### src/rtl/rw_strobe_pkg.sv
// Shared types and constants for the RW/RD strobe initiator.
package rw_strobe_pkg;

    typedef enum logic [1:0] {
        IDLE  = 2'd0,
        SETUP = 2'd1,
        PULSE = 2'd2,
        HOLD  = 2'd3
    } strobe_state_t;

    localparam int unsigned DEF_SETUP_CYC = 2;
    localparam int unsigned DEF_PULSE_CYC = 4;
    localparam int unsigned DEF_HOLD_CYC  = 2;
    localparam int unsigned DEF_CNT_W     = 8;

    // A phase length is usable when it is at least one cycle and its count-1 fits the counter.
    function automatic bit phase_len_ok(input int unsigned cyc, input int unsigned cnt_w);
        return (cyc >= 1) && (64'(cyc) <= (64'(1) << cnt_w));
    endfunction

endpackage

### src/rtl/strobe_down_cnt.sv
// Loadable down-counter with a zero flag; saturates at zero instead of wrapping.
module strobe_down_cnt #(
    parameter int unsigned CNT_W = 8
) (
    input  logic             i_clk,
    input  logic             i_clr,
    input  logic             i_load,
    input  logic [CNT_W-1:0] i_load_val,
    input  logic             i_dec,
    output logic             o_zero
);

    logic [CNT_W-1:0] r_cnt;

    always_ff @(posedge i_clk) begin
        if (i_clr) begin
            r_cnt <= '0;
        end else if (i_load) begin
            r_cnt <= i_load_val;
        end else if (i_dec && (r_cnt != '0)) begin
            r_cnt <= r_cnt - 1'b1;
        end
    end

    assign o_zero = (r_cnt == '0);

endmodule

### src/rtl/rw_strobe_gen.sv
// RW/RD strobe initiator: one request becomes a SETUP / PULSE / HOLD framed strobe.
module rw_strobe_gen
    import rw_strobe_pkg::*;
#(
    parameter int unsigned SETUP_CYC = DEF_SETUP_CYC,
    parameter int unsigned PULSE_CYC = DEF_PULSE_CYC,
    parameter int unsigned HOLD_CYC  = DEF_HOLD_CYC,
    parameter int unsigned CNT_W     = DEF_CNT_W
) (
    input  logic CLK,
    input  logic CLR,
    input  logic req,
    input  logic req_rd,
    output logic strob_RW_RD,
    output logic rd_nwr,
    output logic busy,
    output logic done,
    output logic overrun
);

    if (!phase_len_ok(SETUP_CYC, CNT_W) || !phase_len_ok(PULSE_CYC, CNT_W) ||
        !phase_len_ok(HOLD_CYC, CNT_W)) begin : g_bad_cfg
        $error("rw_strobe_gen: phase lengths must be in 1..2**CNT_W");
    end

    localparam logic [CNT_W-1:0] LD_SETUP = CNT_W'(SETUP_CYC - 1);
    localparam logic [CNT_W-1:0] LD_PULSE = CNT_W'(PULSE_CYC - 1);
    localparam logic [CNT_W-1:0] LD_HOLD  = CNT_W'(HOLD_CYC - 1);

    strobe_state_t    r_state;
    strobe_state_t    w_state_nxt;
    logic             w_load;
    logic [CNT_W-1:0] w_load_val;
    logic             w_dec;
    logic             w_zero;
    logic             r_strob;
    logic             r_rd_nwr;
    logic             r_busy;
    logic             r_done;
    logic             r_overrun;

    strobe_down_cnt #(
        .CNT_W (CNT_W)
    ) u_cnt (
        .i_clk      (CLK),
        .i_clr      (CLR),
        .i_load     (w_load),
        .i_load_val (w_load_val),
        .i_dec      (w_dec),
        .o_zero     (w_zero)
    );

    // Each phase loads its length-1 on entry and is left once the counter reads zero.
    always_comb begin
        w_state_nxt = r_state;
        w_load      = 1'b0;
        w_load_val  = '0;
        w_dec       = 1'b0;
        unique case (r_state)
            IDLE: begin
                if (req) begin
                    w_state_nxt = SETUP;
                    w_load      = 1'b1;
                    w_load_val  = LD_SETUP;
                end
            end
            SETUP: begin
                if (w_zero) begin
                    w_state_nxt = PULSE;
                    w_load      = 1'b1;
                    w_load_val  = LD_PULSE;
                end else begin
                    w_dec = 1'b1;
                end
            end
            PULSE: begin
                if (w_zero) begin
                    w_state_nxt = HOLD;
                    w_load      = 1'b1;
                    w_load_val  = LD_HOLD;
                end else begin
                    w_dec = 1'b1;
                end
            end
            HOLD: begin
                if (w_zero) begin
                    w_state_nxt = IDLE;
                end else begin
                    w_dec = 1'b1;
                end
            end
            default: w_state_nxt = IDLE;
        endcase
    end

    // Outputs are decoded from the next state so they line up with the state they describe.
    always_ff @(posedge CLK) begin
        if (CLR) begin
            r_state   <= IDLE;
            r_strob   <= 1'b0;
            r_rd_nwr  <= 1'b0;
            r_busy    <= 1'b0;
            r_done    <= 1'b0;
            r_overrun <= 1'b0;
        end else begin
            r_state   <= w_state_nxt;
            r_strob   <= (w_state_nxt == PULSE);
            r_busy    <= (w_state_nxt != IDLE);
            r_done    <= (r_state == HOLD) && w_zero;
            r_overrun <= req && (r_state != IDLE);
            if ((r_state == IDLE) && req) begin
                r_rd_nwr <= req_rd;
            end
        end
    end

    assign strob_RW_RD = r_strob;
    assign rd_nwr      = r_rd_nwr;
    assign busy        = r_busy;
    assign done        = r_done;
    assign overrun     = r_overrun;

endmodule

### config.mk
export PLATFORM = sky130hd
export DESIGN_NAME = rw_strobe_gen
export DESIGN_NICKNAME = d
export VERILOG_FILES = /design/src/rtl/rw_strobe_pkg.sv /design/src/rtl/strobe_down_cnt.sv /design/src/rtl/rw_strobe_gen.sv
export SDC_FILE = /design/constraint.sdc
export NUM_CORES = 1
export LEC_CHECK = 0
export CORE_MARGIN = 4
export CORE_UTILIZATION = 25
export DETAILED_ROUTE_END_ITERATION = 8
export RECOVER_POWER = 50
export SYNTH_ARGS = -nofsm -noshare
export SYNTH_HDL_FRONTEND = slang
export SYNTH_HIERARCHICAL = 1
export SYNTH_SLANG_ARGS = --single-unit
### constraint.sdc
create_clock -name CLK -period 6.07 [get_ports CLK]
set_clock_uncertainty 0.2 [all_clocks]
set_input_delay 1.214 -clock CLK [delete_from_list [all_inputs] [get_ports CLK]]
set_output_delay 1.214 -clock CLK [all_outputs]
set_load 0.05 [all_outputs]
==> run metrics, run 1 <==
clk buf depth 2; DP HPWL 1402 microns; DRT Pass-1 Iters 4; GRT Util Overall 9.106%; routed via count 745; postcts setup bufs 0; top cell type's share of synthesized area 32.74%; Max Freq 302.4 MHz; sequential share of power 29.7%; Worst-Skew Late Latency 0.24 ns; status finished clean; die area 0.004702 sq mm; RSZ-0062 raised after global routing no; fin cells 163; Sw Ratio 44.08%; ys async rst share 0%; chip height 68.57 microns; final worst-path cycle share 54.48%; Lkg Pwr 0.4161 nW; first-pass GRT wire length 3270 microns; Top-Level Pins 9; Buf/Inv on CP 2; Final setup viols 0; Slew Limit Fails 0; Hold Crit Class reg2reg; GP Congestion 0.7999; ys flop type dfxtp_1; Largest delay share family, worst path buffers and inverters; FILL cells 376; area of the core 0.003442 sq mm; Synth cell types 38; area delta synth->final 18.83%; Synth Warn # 6; clock-pin slew on the worst setup and hold paths 0.06 ns; Initial Utilization 26.64%; nets 130; FF+latch area 300.3 sq um; Worst Setup Start Kind input pin; multi-input logic area 573.1 sq um; grt ovf 0; Final Hold Viols 0; initial drt markers 33; Comb power frac 56.1%; antenna violations before repair 0; commonest cells in the netlist 15 x dfxtp_1, 10 x nor2_1, 8 x a21oi_1, 8 x ha_1, 7 x nand2_1; top-count cell post-synth dfxtp_1; Post-synth EDFFs 0; Setup TNS 0 ns; worst-margin pin slew 0.7188 ns; cts hold-fix bufs 0; Sink Count 15; H-tree lvl count 1; Pwr Density 512.0 mW/mm^2; worst IR drop on VDD 130.5 uV; layout cells sized above 1 10.26%; Num CTS Buffers 3; slowest stage delay, CP 0.59 ns; Syn Std Cell Area 917.1 sq um; Worst Setup End Kind flop; vias in the first global route 772; drt total wl 1820 microns; Antenna Cells 0; Synth area leaders dfxtp_1 33%, ha_1 11%, a21oi_1 4.4%; CP arrival 3.21 ns; CP Class in2reg; Post-DRT Antenna Nets 0; sequential fraction of the synthesis area 32.74%; Die W 68.57 microns; pin count of the biggest net entering global routing 16; Clk pwr share 14.2%; row cnt 21; Slowest-stage cell, CP a21oi_1; Internal 0.3120 mW; post-cts resize count 0; Port Buf Inserts 8; Synth Area per Inst 8.904 sq um; worst reg2reg setup slack 2.93 ns; Vias/cell 4.571; placed cell count 159; ordered cell list for the critical path clkdlybuf4s50_1 > nand2_1 > a21oi_1 > clkinv_1 > nand4b_1 > o211ai_1; switching power 0.2460 mW; fin crit period 3.307 ns; Slew headroom 52.08%; cells after synthesis 103; DRC viols 0; Crit Path Max Fanout 11; WL/cell 11.17 microns; Max Cap Violations 0; #FFs+latches synth 15; Critical Path RT 5.97 ns; Synth area leader dfxtp_1; CTS root buffer clkbuf_8; CTS tree done
## layout make-up
type	instances	share of cell area (%)
Timing Repair Buffer	9	8.037
Clock buffer	4	4.133
Multi-Input combinational cell	82	52.58
Sequential cell	15	27.55
Tap cell	46	5.281
Inverter	7	2.411
## layer usage
metal | track usage (%) | up-vias | part of all wire, %
met2 | 14.78 | 5 | 48
met3 | 1.945 | 2 | 2.4
met1 | 11.43 | 347 | 49
li1 | - | 391 | -
met5 | 0 | - | 0
met4 | 4.218 | 0 | 0.77
## state kept, by name, summed over array words and instances, names as in the netlist
register	cells
u_cnt/r_cnt	8
r_state	2
busy	1
rd_nwr	1
done	1
strob_RW_RD	1
overrun	1
## worst min-delay path, stage by stage, from the launching register on
cell     delay (ns)
dfxtp_1        0.31
nand2_1        0.05
a21oi_1        0.06
## power by group through the flow
stage / Combinational [mW] / Clock [mW] / Sequential [mW]
6_report: 0.313 / 0.0791 / 0.166
5_1_grt: 0.349 / 0.0871 / 0.173
4_1_cts: 0.322 / 0.0828 / 0.166
3_5_place_dp: 0.321 / 0 / 0.168
3_3_place_gp: 0.316 / 0 / 0.167
2_1_floorplan: 0.247 / 0 / 0.179
## cell families after synthesis
logic type               count (synthesis)  share of synthesized area, %
adder cells (fa/ha/maj)                  8                         10.91
AND/OR/NAND/NOR                         38                         23.60
other                                    1                        0.4089
multiplexers                             2                         2.183
flip-flops                              15                         32.74
AO/OA/AOI/OAI                           25                         21.83
buffers and inverters                   11                         5.455
XOR/XNOR                                 3                         2.865
## worst paths after layout
path / start / to / cells past startpoint
setup reg to reg: u_cnt/r_cnt[2]$_SDFFE_PP0P_ / u_cnt/r_cnt[1]$_SDFFE_PP0P_ / 8
hold / removal: rd_nwr$_SDFFE_PP0P_ / rd_nwr$_SDFFE_PP0P_ / 2
setup / recovery: req / u_cnt/r_cnt[1]$_SDFFE_PP0P_ / 6
hold reg to reg: rd_nwr$_SDFFE_PP0P_ / rd_nwr$_SDFFE_PP0P_ / 2
## cell usage in the layout, fill, tap and decap left out, types with 2 or more instances in the layout
master           instances
conb_1                   6
clkbuf_8                 3
dfxtp_1                 15
o21ai_0                  4
or3_2                    2
or4_2                    2
a221oi_1                 2
ha_1                     8
o21bai_1                 2
inv_1                    6
a21oi_1                  8
nand2_1                  7
mux2i_1                  2
or4_1                    2
clkdlybuf4s50_1          4
xnor2_1                  3
nor3_1                   2
a311oi_1                 2
nand2b_1                 2
nor2_1                  10
dlygate4sd3_1            4
nor3b_1                  4
## through the flow
step	hold slack, ns	worst slack [ns]	instance area [sq um]	utilization [%]	power (mW)
6_report	0.2676	2.763	1090	31.66	0.5580
5_1_grt	0.2926	2.544	1090	31.66	0.6095
4_1_cts	0.2788	2.782	1102	32.02	0.5713
3_5_place_dp	0.2704	2.514	1057	30.72	0.4893
3_3_place_gp	0.2739	2.639	1057	30.72	0.4827
2_1_floorplan	0.2797	3.534	935.9	-	0.4263
(Power assumes the default switching activity.)
==> inputs of run 2 (changes only) <==
==> constraint.sdc (replaced) <==
create_clock -name CLK -period 2.7 [get_ports CLK]
set_clock_uncertainty 0.2 [all_clocks]
set_input_delay 0.54 -clock CLK [delete_from_list [all_inputs] [get_ports CLK]]
set_output_delay 0.54 -clock CLK [all_outputs]
set_load 0.05 [all_outputs]
==> run 2 against run 1 <==
Net effect:
- non-clock buffer count increased by 3
- first-iteration DRC count increased by 9.1%
- via count increased by 2.3%
- sequential power increased by 130%
- register-to-register slack got worse by 2.7 ns
- sequential cell count unchanged
- critical path depth increased by 3
- routed wire length increased by 5.5%
- sequential share of layout area decreased by 1.1 points
- largest cell class unchanged
- cell count increased by 1.8%
==> run metrics, run 2 (synthesis results as in run 1) <==
status finished clean (unchanged); layout cells sized above 1 15.83% (was 10.26%); Worst Setup End Kind flop (unchanged); Largest delay share family, worst path simple AND/OR/NAND/NOR gates (was buffers and inverters); Slew Limit Fails 0 (unchanged); Port Buf Inserts 8 (unchanged); clock-pin slew on the worst setup and hold paths 0.07 ns (was 0.06 ns); Num CTS Buffers 3 (unchanged); first-pass GRT wire length 3408 microns (was 3270 microns); pre-CTS setup slack 0.1165 ns (was 2.514 ns); DRT Pass-1 Iters 4 (unchanged); CTS tree done (unchanged); largest registers u_cnt/r_cnt (8), r_state (2) (unchanged); fin crit period 2.499 ns; Biggest register u_cnt/r_cnt (unchanged); GRT Util Overall 9.814% (was 9.106%); Lkg Pwr 0.4184 nW (was 0.4161 nW); H-tree lvl count 1 (unchanged); Setup WS post-layout 0.2012 ns (was 2.763 ns); Internal 0.7263 mW (was 0.3120 mW); Initial Utilization 26.64% (unchanged); Final setup viols 0 (unchanged); Top-Level Pins 9 (unchanged); clk buf depth 2 (unchanged); Comb power frac 56.7% (was 56.1%); CP arrival 2.43 ns (was 3.21 ns); grt ovf 0 (unchanged); nets 133 (was 130); Util after Layout 32.93% (was 31.66%); ordered cell list for the critical path inv_1 > ha_1 > inv_1 > nor4_2 > nor2_2 > or3b_2 > nor3_1 > mux2i_1 > a211oi_1 (was clkdlybuf4s50_1 > nand2_1 > a21oi_1 > clkinv_1 > nand4b_1 > o211ai_1); Worst-Skew Late Latency 0.25 ns (was 0.24 ns); commonest non-fill, non-tap cell in the layout dfxtp_1 (unchanged); Post-DRT Antenna Nets 0 (unchanged); chip height 68.57 microns (unchanged); Die W 68.57 microns (unchanged); Slew headroom 66.40% (was 52.08%); worst-margin pin slew 0.5024 ns (was 0.7188 ns); Slowest-stage cell, CP or3b_2 (was a21oi_1); GP Congestion 0.8029 (was 0.7999); Max Freq 400.2 MHz; die area 0.004702 sq mm (unchanged); Clk pwr share 14.5% (was 14.2%); initial drt markers 36 (was 33); crit-path most repeated cell inv_1; Hold Crit Class reg2reg (unchanged); antenna violations before repair 0 (unchanged); CP Class reg2reg (was in2reg); WL/cell 11.57 microns (was 11.17 microns); Vias/cell 4.590 (was 4.571); Worst Setup Start Kind flop (was input pin); FILL cells 368 (was 376); most frequent cells in the layout 15 x dfxtp_1, 9 x nor2_1, 8 x a21oi_1, 8 x ha_1, 8 x clkdlybuf4s50_1 (was 15 x dfxtp_1, 10 x nor2_1, 8 x a21oi_1, 8 x ha_1, 7 x nand2_1); Buf/Inv on CP 2 (unchanged); switching power 0.5912 mW (was 0.2460 mW); final worst-path cycle share 92.55%; vias in the first global route 750 (was 772); area of the core 0.003442 sq mm (unchanged); routed via count 762 (was 745); worst IR drop on VDD 304.5 uV (was 130.5 uV); drt total wl 1921 microns (was 1820 microns); cts hold-fix bufs 0 (unchanged); Sw Ratio 44.87% (was 44.08%); RSZ-0062 raised after global routing yes (was no); slowest stage delay, CP 0.49 ns (was 0.59 ns); row cnt 21 (unchanged); Antenna Cells 0 (unchanged); area delta synth->final 23.60% (was 18.83%); CTS root buffer clkbuf_8 (unchanged); Sink Count 15 (unchanged); Critical Path RT 2.63 ns (was 5.97 ns); Pwr Density 1162 mW/mm^2 (was 512.0 mW/mm^2); sequential share of power 28.8% (was 29.7%); Crit Path Max Fanout 5 (was 11); DP HPWL 1464 microns (was 1402 microns); Final Hold Viols 0 (unchanged); pin count of the biggest net entering global routing 15 (was 16); Max Cap Violations 0 (unchanged); max FFs per register 8 (unchanged); DRC viols 0 (unchanged)
==> run 2: changes by cell type in the layout (fill, tap and decap cells not counted) <==
cell             before  now
nor2_2                0    1
a221oi_2              0    2
clkinvlp_4            0    1
nor4_1                1    0
a221oi_1              2    0
nor2_1               10    9
nor4_2                0    1
clkdlybuf4s50_1       4    8
buf_4                 1    3
dlygate4sd3_1         4    0
==> run 2: power groups by stage <==
stage	Sequential [mW]	Combinational, mW	Clock (mW)
after detailed placement	0.381	0.740	0
after global routing	0.392	0.847	0.212
after floorplan	0.403	0.555	0
after CTS	0.377	0.744	0.201
final	0.379	0.748	0.191
after global placement	0.378	0.725	0
==> run 2: timing repair <==
action                                  CTS  global route
endpoints found under the hold margin     0             0
gates resized for setup                   0             2
endpoints found under the setup margin    0             6
buffers inserted                          0             0
==> run 2: area by class of cell <==
cell class	instances	area [sq um]	share of cell area, %
timing repair buffer	12	106.4	9.382
clock inverter	1	7.507	0.6623
sequential	15	300.3	26.49
inverter	7	26.28	2.318
multi-input combinational	82	594.3	52.43
clock buffer	3	41.29	3.642
tap	46	57.56	5.077
==> run 2: routing by layer <==
layer,part of all wire (%),track usage (%)
met5,0,0
met4,0.73,2.233
met3,3.3,3.404
met2,50,16.81
met1,45,11.71
==> run 2: path summary, 6_finish.rpt <==
check | from | slack [ns] | end | cells past startpoint
setup reg to reg | u_cnt/r_cnt[0]$_SDFFE_PP0P_ | 0.20 | u_cnt/r_cnt[7]$_SDFFE_PP0P_ | 9
hold reg to reg | rd_nwr$_SDFFE_PP0P_ | 0.26 | rd_nwr$_SDFFE_PP0P_ | 2
setup / recovery | u_cnt/r_cnt[0]$_SDFFE_PP0P_ | 0.20 | u_cnt/r_cnt[7]$_SDFFE_PP0P_ | 9
hold / removal | rd_nwr$_SDFFE_PP0P_ | 0.26 | rd_nwr$_SDFFE_PP0P_ | 2
==> run 2: per-stage QoR <==
stage          hold slack (ns)  power [mW]   TNS [ns]  cells  area [sq um]
2_1_floorplan           0.2797      0.9584          0    108         935.9
3_3_place_gp            0.2540       1.103          0    162          1080
3_5_place_dp            0.2517       1.121          0    162          1080
4_1_cts                 0.2620       1.322          0    166          1129
5_1_grt                 0.3000       1.451  -0.005273    166          1134
6_report                0.2574       1.318          0    166          1134
==> run 2: worst min-delay path, cell delays in order, from the launching register on <==
cell and delay (ns):
dfxtp_1 0.31, nand2_1 0.05, a21oi_1 0.05
==> inputs of run 3 (changes only) <==
--- a/config.mk
+++ b/config.mk
@@ -7,6 +7,7 @@
 export LEC_CHECK = 0
 export CORE_MARGIN = 4
 export CORE_UTILIZATION = 25
+export CTS_CLUSTER_DIAMETER = 120
 export DETAILED_ROUTE_END_ITERATION = 8
 export RECOVER_POWER = 50
 export SYNTH_ARGS = -nofsm -noshare
==> results of run 3 <==
The final DEF is identical to that of run 2; final timing and power are the same.
